<file path="src/rtl/updown_count_sequencer_pkg.sv">
// Shared definitions for the up/down count sequencer: FSM state encoding and command modes.
package updown_count_sequencer_pkg;

   typedef enum logic [1:0] {
      ST_IDLE = 2'd0,
      ST_RUN  = 2'd1,
      ST_DONE = 2'd2
   } state_t;

   localparam logic [1:0] MODE_SHORT = 2'b00;
   localparam logic [1:0] MODE_UP    = 2'b01;
   localparam logic [1:0] MODE_DOWN  = 2'b10;
   localparam logic [1:0] MODE_LOAD  = 2'b11;

endpackage

</file>
<file path="src/rtl/updown_counter_core.sv">
// WIDTH-bit up/down counter with parallel load; load wins over a step request.
module updown_counter_core #(
   parameter int WIDTH = 3
) (
   input  logic             CLK,
   input  logic             CLR,
   input  logic             en,
   input  logic             M,
   input  logic             load,
   input  logic [WIDTH-1:0] d,
   output logic [WIDTH-1:0] Q
);

   always_ff @(posedge CLK or negedge CLR) begin
      if (!CLR) begin
         Q <= '0;
      end else if (load) begin
         Q <= d;
      end else if (en) begin
         Q <= M ? Q + WIDTH'(1) : Q - WIDTH'(1);
      end
   end

endmodule

</file>
<file path="src/rtl/updown_count_sequencer.sv">
// Walks the owned counter from its present value to a commanded target, paced by a prescaler.
//
//  state   | meaning
//  --------+-----------------------------------------------------------
//  ST_IDLE | ready for a command; Q and M hold
//  ST_RUN  | stepping Q toward target once per STEP_DIV clocks
//  ST_DONE | target reached; done pulses for this single cycle
module updown_count_sequencer
   import updown_count_sequencer_pkg::*;
#(
   parameter int WIDTH    = 3,
   parameter int STEP_DIV = 1,
   parameter int DIV_W    = 8
) (
   input  logic             CLK,
   input  logic             CLR,
   input  logic             cmd_valid,
   output logic             cmd_ready,
   input  logic [WIDTH-1:0] cmd_target,
   input  logic [1:0]       cmd_mode,
   input  logic             abort,
   output logic [WIDTH-1:0] Q,
   output logic             M,
   output logic             busy,
   output logic             done,
   output logic             aborted
);

   localparam logic [DIV_W-1:0] RELOAD = DIV_W'(STEP_DIV - 1);

   state_t             state;
   logic [WIDTH-1:0]   target;
   logic [DIV_W-1:0]   prescale;
   logic [WIDTH-1:0]   d_up;
   logic [WIDTH-1:0]   d_dn;
   logic [WIDTH-1:0]   q_step;
   logic               accept;
   logic               step_en;
   logic               load_en;

   assign accept    = (state == ST_IDLE) && cmd_valid;
   assign cmd_ready = (state == ST_IDLE);
   assign busy      = (state != ST_IDLE);

   // Modular distances; equal distance resolves to counting up.
   assign d_up   = cmd_target - Q;
   assign d_dn   = Q - cmd_target;
   assign q_step = M ? Q + WIDTH'(1) : Q - WIDTH'(1);

   assign step_en = (state == ST_RUN) && !abort && (prescale == '0);
   assign load_en = accept && (cmd_mode == MODE_LOAD);

   updown_counter_core #(.WIDTH(WIDTH)) u_core (
      .CLK  (CLK),
      .CLR  (CLR),
      .en   (step_en),
      .M    (M),
      .load (load_en),
      .d    (cmd_target),
      .Q    (Q)
   );

   always_ff @(posedge CLK or negedge CLR) begin
      if (!CLR) begin
         state    <= ST_IDLE;
         target   <= '0;
         prescale <= '0;
         M        <= 1'b0;
         done     <= 1'b0;
         aborted  <= 1'b0;
      end else begin
         done    <= 1'b0;
         aborted <= 1'b0;
         case (state)
            ST_IDLE: begin
               if (accept) begin
                  target   <= cmd_target;
                  prescale <= RELOAD;
                  case (cmd_mode)
                     MODE_SHORT: M <= (d_up <= d_dn);
                     MODE_UP:    M <= 1'b1;
                     MODE_DOWN:  M <= 1'b0;
                     default:    M <= M;
                  endcase
                  if ((cmd_mode == MODE_LOAD) || (cmd_target == Q)) begin
                     state <= ST_DONE;
                     done  <= 1'b1;
                  end else begin
                     state <= ST_RUN;
                  end
               end
            end
            ST_RUN: begin
               if (abort) begin
                  state   <= ST_IDLE;
                  aborted <= 1'b1;
               end else if (prescale == '0) begin
                  prescale <= RELOAD;
                  if (q_step == target) begin
                     state <= ST_DONE;
                     done  <= 1'b1;
                  end
               end else begin
                  prescale <= prescale - DIV_W'(1);
               end
            end
            ST_DONE: state <= ST_IDLE;
            default: state <= ST_IDLE;
         endcase
      end
   end

endmodule

</file>
<file path="config.mk">
export PLATFORM = sky130hd
export DESIGN_NAME = updown_count_sequencer
export DESIGN_NICKNAME = d
export VERILOG_FILES = /design/src/rtl/updown_count_sequencer_pkg.sv /design/src/rtl/updown_counter_core.sv /design/src/rtl/updown_count_sequencer.sv
export SDC_FILE = /design/constraint.sdc
export NUM_CORES = 1
export LEC_CHECK = 0
export ABC_CLOCK_PERIOD_IN_PS = 3700
export BUFFER_PORTS_ARGS = -buffer_cell sky130_fd_sc_hd__buf_2
export CORE_MARGIN = 8
export CORE_UTILIZATION = 35
export CTS_CLUSTER_SIZE = 10
export DETAILED_ROUTE_END_ITERATION = 6
export PLACE_DENSITY = 0.61
export RECOVER_POWER = 50
export SLEW_MARGIN = 20
export SYNTH_ARGS = -nofsm -noshare
export SYNTH_HDL_FRONTEND = slang
export SYNTH_SLANG_ARGS = --single-unit
</file>
<file path="constraint.sdc">
create_clock -name CLK -period 3.7 [get_ports CLK]
set_input_delay 0.555 -clock CLK [delete_from_list [all_inputs] [get_ports CLK]]
set_output_delay 0.555 -clock CLK [all_outputs]
set_load 0.1 [all_outputs]
</file>
Word level (Yosys, flattened, before mapping) --
Cells that the tools add are included.
Cells by class: add/subtract/negate cells 5, magnitude comparators 1, equality and inequality tests 10, multiplexer cells 22, reduce and logical (&&, ||, !) cells 17
Operators with widths (count):
- two-way mux 8 bit | 3
- one-hot mux 8 bit (2 select lines) | 1
- two-way mux 2 bit | 5
- two-way mux 3 bit | 3
- AND reduction 3 bit | 3
- zero test 8 bit | 1
- subtractor 8 x 1 -> 8 bit, second input constant | 1
- two-way mux 1 bit | 7
- equality test 3 bit | 2
- != test 3 x 2 -> 1 bit, second input constant | 2
- nonzero test 2 bit | 3
- subtractor 3 bit | 2
- equality test 2 x 1 -> 1 bit, second input constant | 2
- equality test 2 bit, second input constant | 2
- logical AND 1 bit | 4
- zero test 2 bit | 2
- one-hot mux 2 bit (2 select lines) | 1
- adder 3 x 1 -> 3 bit, second input constant | 1
- less-or-equal comparator 3 bit | 1
- one-hot mux 1 bit (3 select lines) | 1
- nonzero test 3 bit | 1
- subtractor 3 x 1 -> 3 bit, second input constant | 1
- != test 2 x 1 -> 1 bit, second input constant | 1
- != test 2 bit, second input constant | 1
- other kinds (4) | 4
Storage, ports and cells: register bits 19, word-level logic and storage cells 62

Longest topological paths before layout --
word-level depth 7, depth in mapped cells 9

Modules after synthesis --
A second synthesis with hierarchy kept.
Second synthesis, totals: cells, all modules 124, area, all modules 1246.2 µm²
By module, submodules not included:
- updown_count_sequencer | instances 1, cells an instance 107, area an instance 1068.5 µm², sequential area each 400.4 µm²
- updown_counter_core | instances 1, cells an instance 17, area an instance 177.7 µm², sequential area each 75.1 µm²

Least setup slack after synthesis --
No wires, ideal clock.
kind reg-to-output, from register state[1], to output port busy, arrival 2.698 ns, required time 3.145 ns, slack 0.447 ns, stages on the path, launching flop included 3, path buffers 0, cell sequence dfrtp_1 -> nor2_1 -> inv_1
Between the ends: cells in the longest elaborated chain, start to end 1
Ends and longest elaborated chain:
- start, declared | line updown_count_sequencer.sv:31 | state_t state;
- start signal, assigned | line updown_count_sequencer.sv:65 | state <= ST_IDLE;
- start signal, assigned | line updown_count_sequencer.sv:86 | state <= ST_DONE;
- start signal, assigned | line updown_count_sequencer.sv:89 | state <= ST_RUN;
- nonzero test 2 bit | line updown_count_sequencer.sv:43 | assign busy = (state != ST_IDLE);
- end, declared | line updown_count_sequencer.sv:24 | output logic busy,
Every way passes these cells.

Worst setup path in the final report --
from register u_core.Q[0], to register M
Between the ends: cells in the longest elaborated chain, start to end 3, elaborated cells between the ends (all ways) 4, classes of those cells 2 x add/sub; 1 x order compare; 1 x mux
Ends and longest elaborated chain:
- start, declared | line updown_counter_core.sv:11 | output logic [WIDTH-1:0] Q
- start signal, assigned | line updown_counter_core.sv:20 | Q <= M ? Q + WIDTH'(1) : Q - WIDTH'(1);
- subtractor 3 bit, on equally long branches | line updown_count_sequencer.sv:46, updown_count_sequencer.sv:47
- less-or-equal comparator 3 bit (*) | line updown_count_sequencer.sv:80 | MODE_SHORT: M <= (d_up <= d_dn);
- one-hot mux 1 bit (3 select lines) (*) | line updown_count_sequencer.sv:79 | case (cmd_mode)
- end signal, assigned | line updown_count_sequencer.sv:80
- end, declared | line updown_count_sequencer.sv:23 | output logic M,
Every way passes the cells marked *; elsewhere a longest branch is shown, timed or not. A chain may end at the register's enable or synchronous reset.

==> flow_summary_export.csv <==
group,metric,value,unit
clock_network,cts_buffers,3,
clock_network,clk_latency,0.29,ns
cells_and_area,final_layout_size_suffix_gt1_frac,0.162,
die,initial_core_util,0.361,
clock_network,cts_hold_buf,0,
run,timing.max_cap.violations,0,
critical_path,cp.depth,8,
synthesis,synth_edf_count,0,
critical_path,crit_family,"adder cells",
die,num_rows,21,
die,dieArea,5580,µm²
detailed_routing,wl,2350,µm
critical_path,arrival,2.36,ns
global_route,gr-total-overflow,0,
die,die_w,74.7,µm
synthesis,syn_nets,142,
sta,slew_headroom,0.313,
sta,hold_violations,0,
critical_path,start_kind,"flop",
synthesis,synth_xor_area_frac,0.109,
sta,worst_slew_pin_slew,1.03,ns
synthesis,async_flop_share,1.00,
place,gp_congestion,0.823,
sta,rsz0062_at_grt,"no",
critical_path,reg2regPathDepth,8,
sta,clock.fmax,0.463,GHz
sta,clock_skew,0.00451,ns
detailed_routing,route.detailed.wl_per_inst,12.5,µm
synthesis,synthMuxAreaShare,0.0176,
clock_network,cts_root_buf,"clkbuf_4",
global_route,grt_start_max_net_pins,20,
synthesis,synth_cell_types,32,
clock_network,clk_pin_slew,0.11,ns
critical_path,path_cells,"inv_1 > ha_1 > fa_1 > xor2_1 > ha_1 > a31oi_1 > o22ai_1 > o31ai_1",
detailed_routing,drt-pass1-iter-count,4,
synthesis,yosys.area_share.simple,0.183,
critical_path,slowest_stage,"dfrtp_1",
critical_path,cp_max_fo,4,
die,ios,17,
cells_and_area,nets,163,
detailed_routing,drc,0,
cells_and_area,fill_cells,344,
sta,drv_slew,0,
sta,final.min_clock_period,2.16,ns
global_route,grt_pass1_wl,4170,µm
sta,setup_viol,0,
critical_path,crit_top_cell,"ha_1",
synthesis,seq_area_frac_synth,0.394,
sta,fin_setup_tns,0,ns
status,status,"completed",
detailed_routing,drt_iter0_drc,43,
clock_network,cts_sinks,19,
critical_path,critPathKind,"flop to flop",
clock_network,cts_buffer_depth,2,
cells_and_area,multiInputGateArea,697,µm²
synthesis,syn_avg_cell_area,9.89,µm²
synthesis,synth_compound_area_frac,0.136,
global_route,grtUsageTotal,0.0938,
synthesis,syn_inst,122,
place,post-dp-hpwl,1930,µm
sta,fin_crit_sh,0.583,
synthesis,ys.warnings.count,0,
critical_path,max_stage_delay,0.43,ns
global_route,antenna_found_initial,0,
synthesis,ys_ff_latch,19,
critical_path,cp.required,3.91,ns
synthesis,synth_top_family_by_area,"simple AND/OR/NAND/NOR gates",
place,dpl_cell_area,1340,µm²
clock_network,postCtsResizedCells,0,
detailed_routing,vias_per_cell,4.92,
critical_path,cp-end-kind,"flop",
clock_network,post-cts-setup-buffers,0,
place,port_buffers,16,
min_path,holdCritPathClass,"input port to asynchronous set/reset pin",
synthesis,synthFlopType,"dfrtp_1",
die,core_area,3340,µm²
cells_and_area,final_cell_area,1370,µm²
synthesis,syn_area,1210,µm²
clock_network,h-tree-depth,1,
synthesis,synth_adder_area_share,0.133,
cells_and_area,seqCellArea,475,µm²
die,die_h,74.7,µm
critical_path,critical_path_buf_inv_count,1,
cells_and_area,antenna_cells,0,
detailed_routing,detail-route-antenna-nets,0,
detailed_routing,vias,925,
global_route,grt_pass1_vias,993,
clock_network,cts_tree,"done",
cells_and_area,synthToLayoutAreaGrowth,13.5,%
==> registers in the layout (all words and copies together), names as in the netlist <==
name      cells
u_core.Q      3
M             1
done          1
prescale      8
aborted       1
state         2
target        3
==> cells in the mapped netlist (all sizes together), types with 3 or more instances <==
cell    count  share of area
xor2        8          0.058
nor3b       3          0.019
o31ai       5          0.031
nand2b      3          0.016
nand2      11          0.034
dfrtp      19           0.39
inv         9          0.028
xnor2       7          0.051
nor2       11          0.034
ha          8          0.083
o21ai       7          0.029
fa          3          0.050
nor2b       4          0.021
a21oi       3          0.012
==> routing by layer <==
layer  track usage  up-vias  part of all wire
li1              -      462                 -
met1         0.104      447              0.46
met2         0.170       14              0.49
met3        0.0213        2             0.041
met4        0.0326        0            0.0051
met5             0        -                 0
==> cell usage in the layout, fill, tap and decap left out, drive strengths merged, types with 2 or more instances in the layout <==
cell	count
nand2b	3
a21oi	3
inv	9
nor2b	4
nor3b	3
nor2	11
fa	3
or3	2
clkbuf	5
dfrtp	19
o31ai	5
xor2	8
buf	15
ha	8
a2111oi	2
nand2	11
nand4	2
o211ai	2
o21ai	7
xnor2	7
==> logic make-up (layout without fill, tap and decap cells) <==
| kind of cell | after synthesis | in the layout |
|---|---|---|
| AND/OR/NAND/NOR | 42 | 42 |
| AO/OA/AOI/OAI | 24 | 24 |
| flip-flops | 19 | 19 |
| buffers and inverters | 9 | 29 |
| multiplexers | 2 | 2 |
| XOR/XNOR | 15 | 15 |
| adder cells (fa/ha/maj) | 11 | 11 |
==> final cells by class <==
cell class,instances,share of cell area
clock buffer,4,0.0192
inverter,9,0.0247
multi-input combinational,94,0.509
sequential,19,0.347
tap,46,0.0420
timing repair buffer,16,0.0576
==> worst paths after layout <==
check | to | slack (ns) | from
setup / recovery | M$_DFFE_PN0P_ | 1.54 | u_core.Q[0]$_DFFE_PN0P_
hold / removal | prescale[0]$_DFFE_PN0P_ | 0.40 | CLR
setup reg to reg | M$_DFFE_PN0P_ | 1.54 | u_core.Q[0]$_DFFE_PN0P_
hold reg to reg | target[1]$_DFFE_PN0P_ | 0.51 | target[1]$_DFFE_PN0P_
max in group asynchronous | prescale[3]$_DFFE_PN0P_ | 2.67 | CLR
min in group CLK | target[2]$_DFFE_PN0P_ | 0.50 | cmd_target[2]
==> worst reg2reg max path, cell delays in order (launching register included) <==
cell	delay (ns)
dfrtp_1	0.43
inv_1	0.12
ha_1	0.22
fa_1	0.37
xor2_1	0.17
ha_1	0.30
a31oi_1	0.16
o22ai_1	0.11
o31ai_1	0.19
==> stage by stage <==
stage	utilization	setup slack [ns]	std cells	hold WS (ns)
after CTS	0.411	1.55	188	0.192
final	0.410	1.54	188	0.405
after floorplan	-	0.447	122	0.259
after detailed placement	0.403	1.41	184	0.496
after global placement	0.403	1.49	184	0.484
after global routing	0.410	1.40	188	0.490
Power is left out: the tool's default activity adds up to more than one toggle a clock period on the data nets, which glitch-free logic cannot reach.
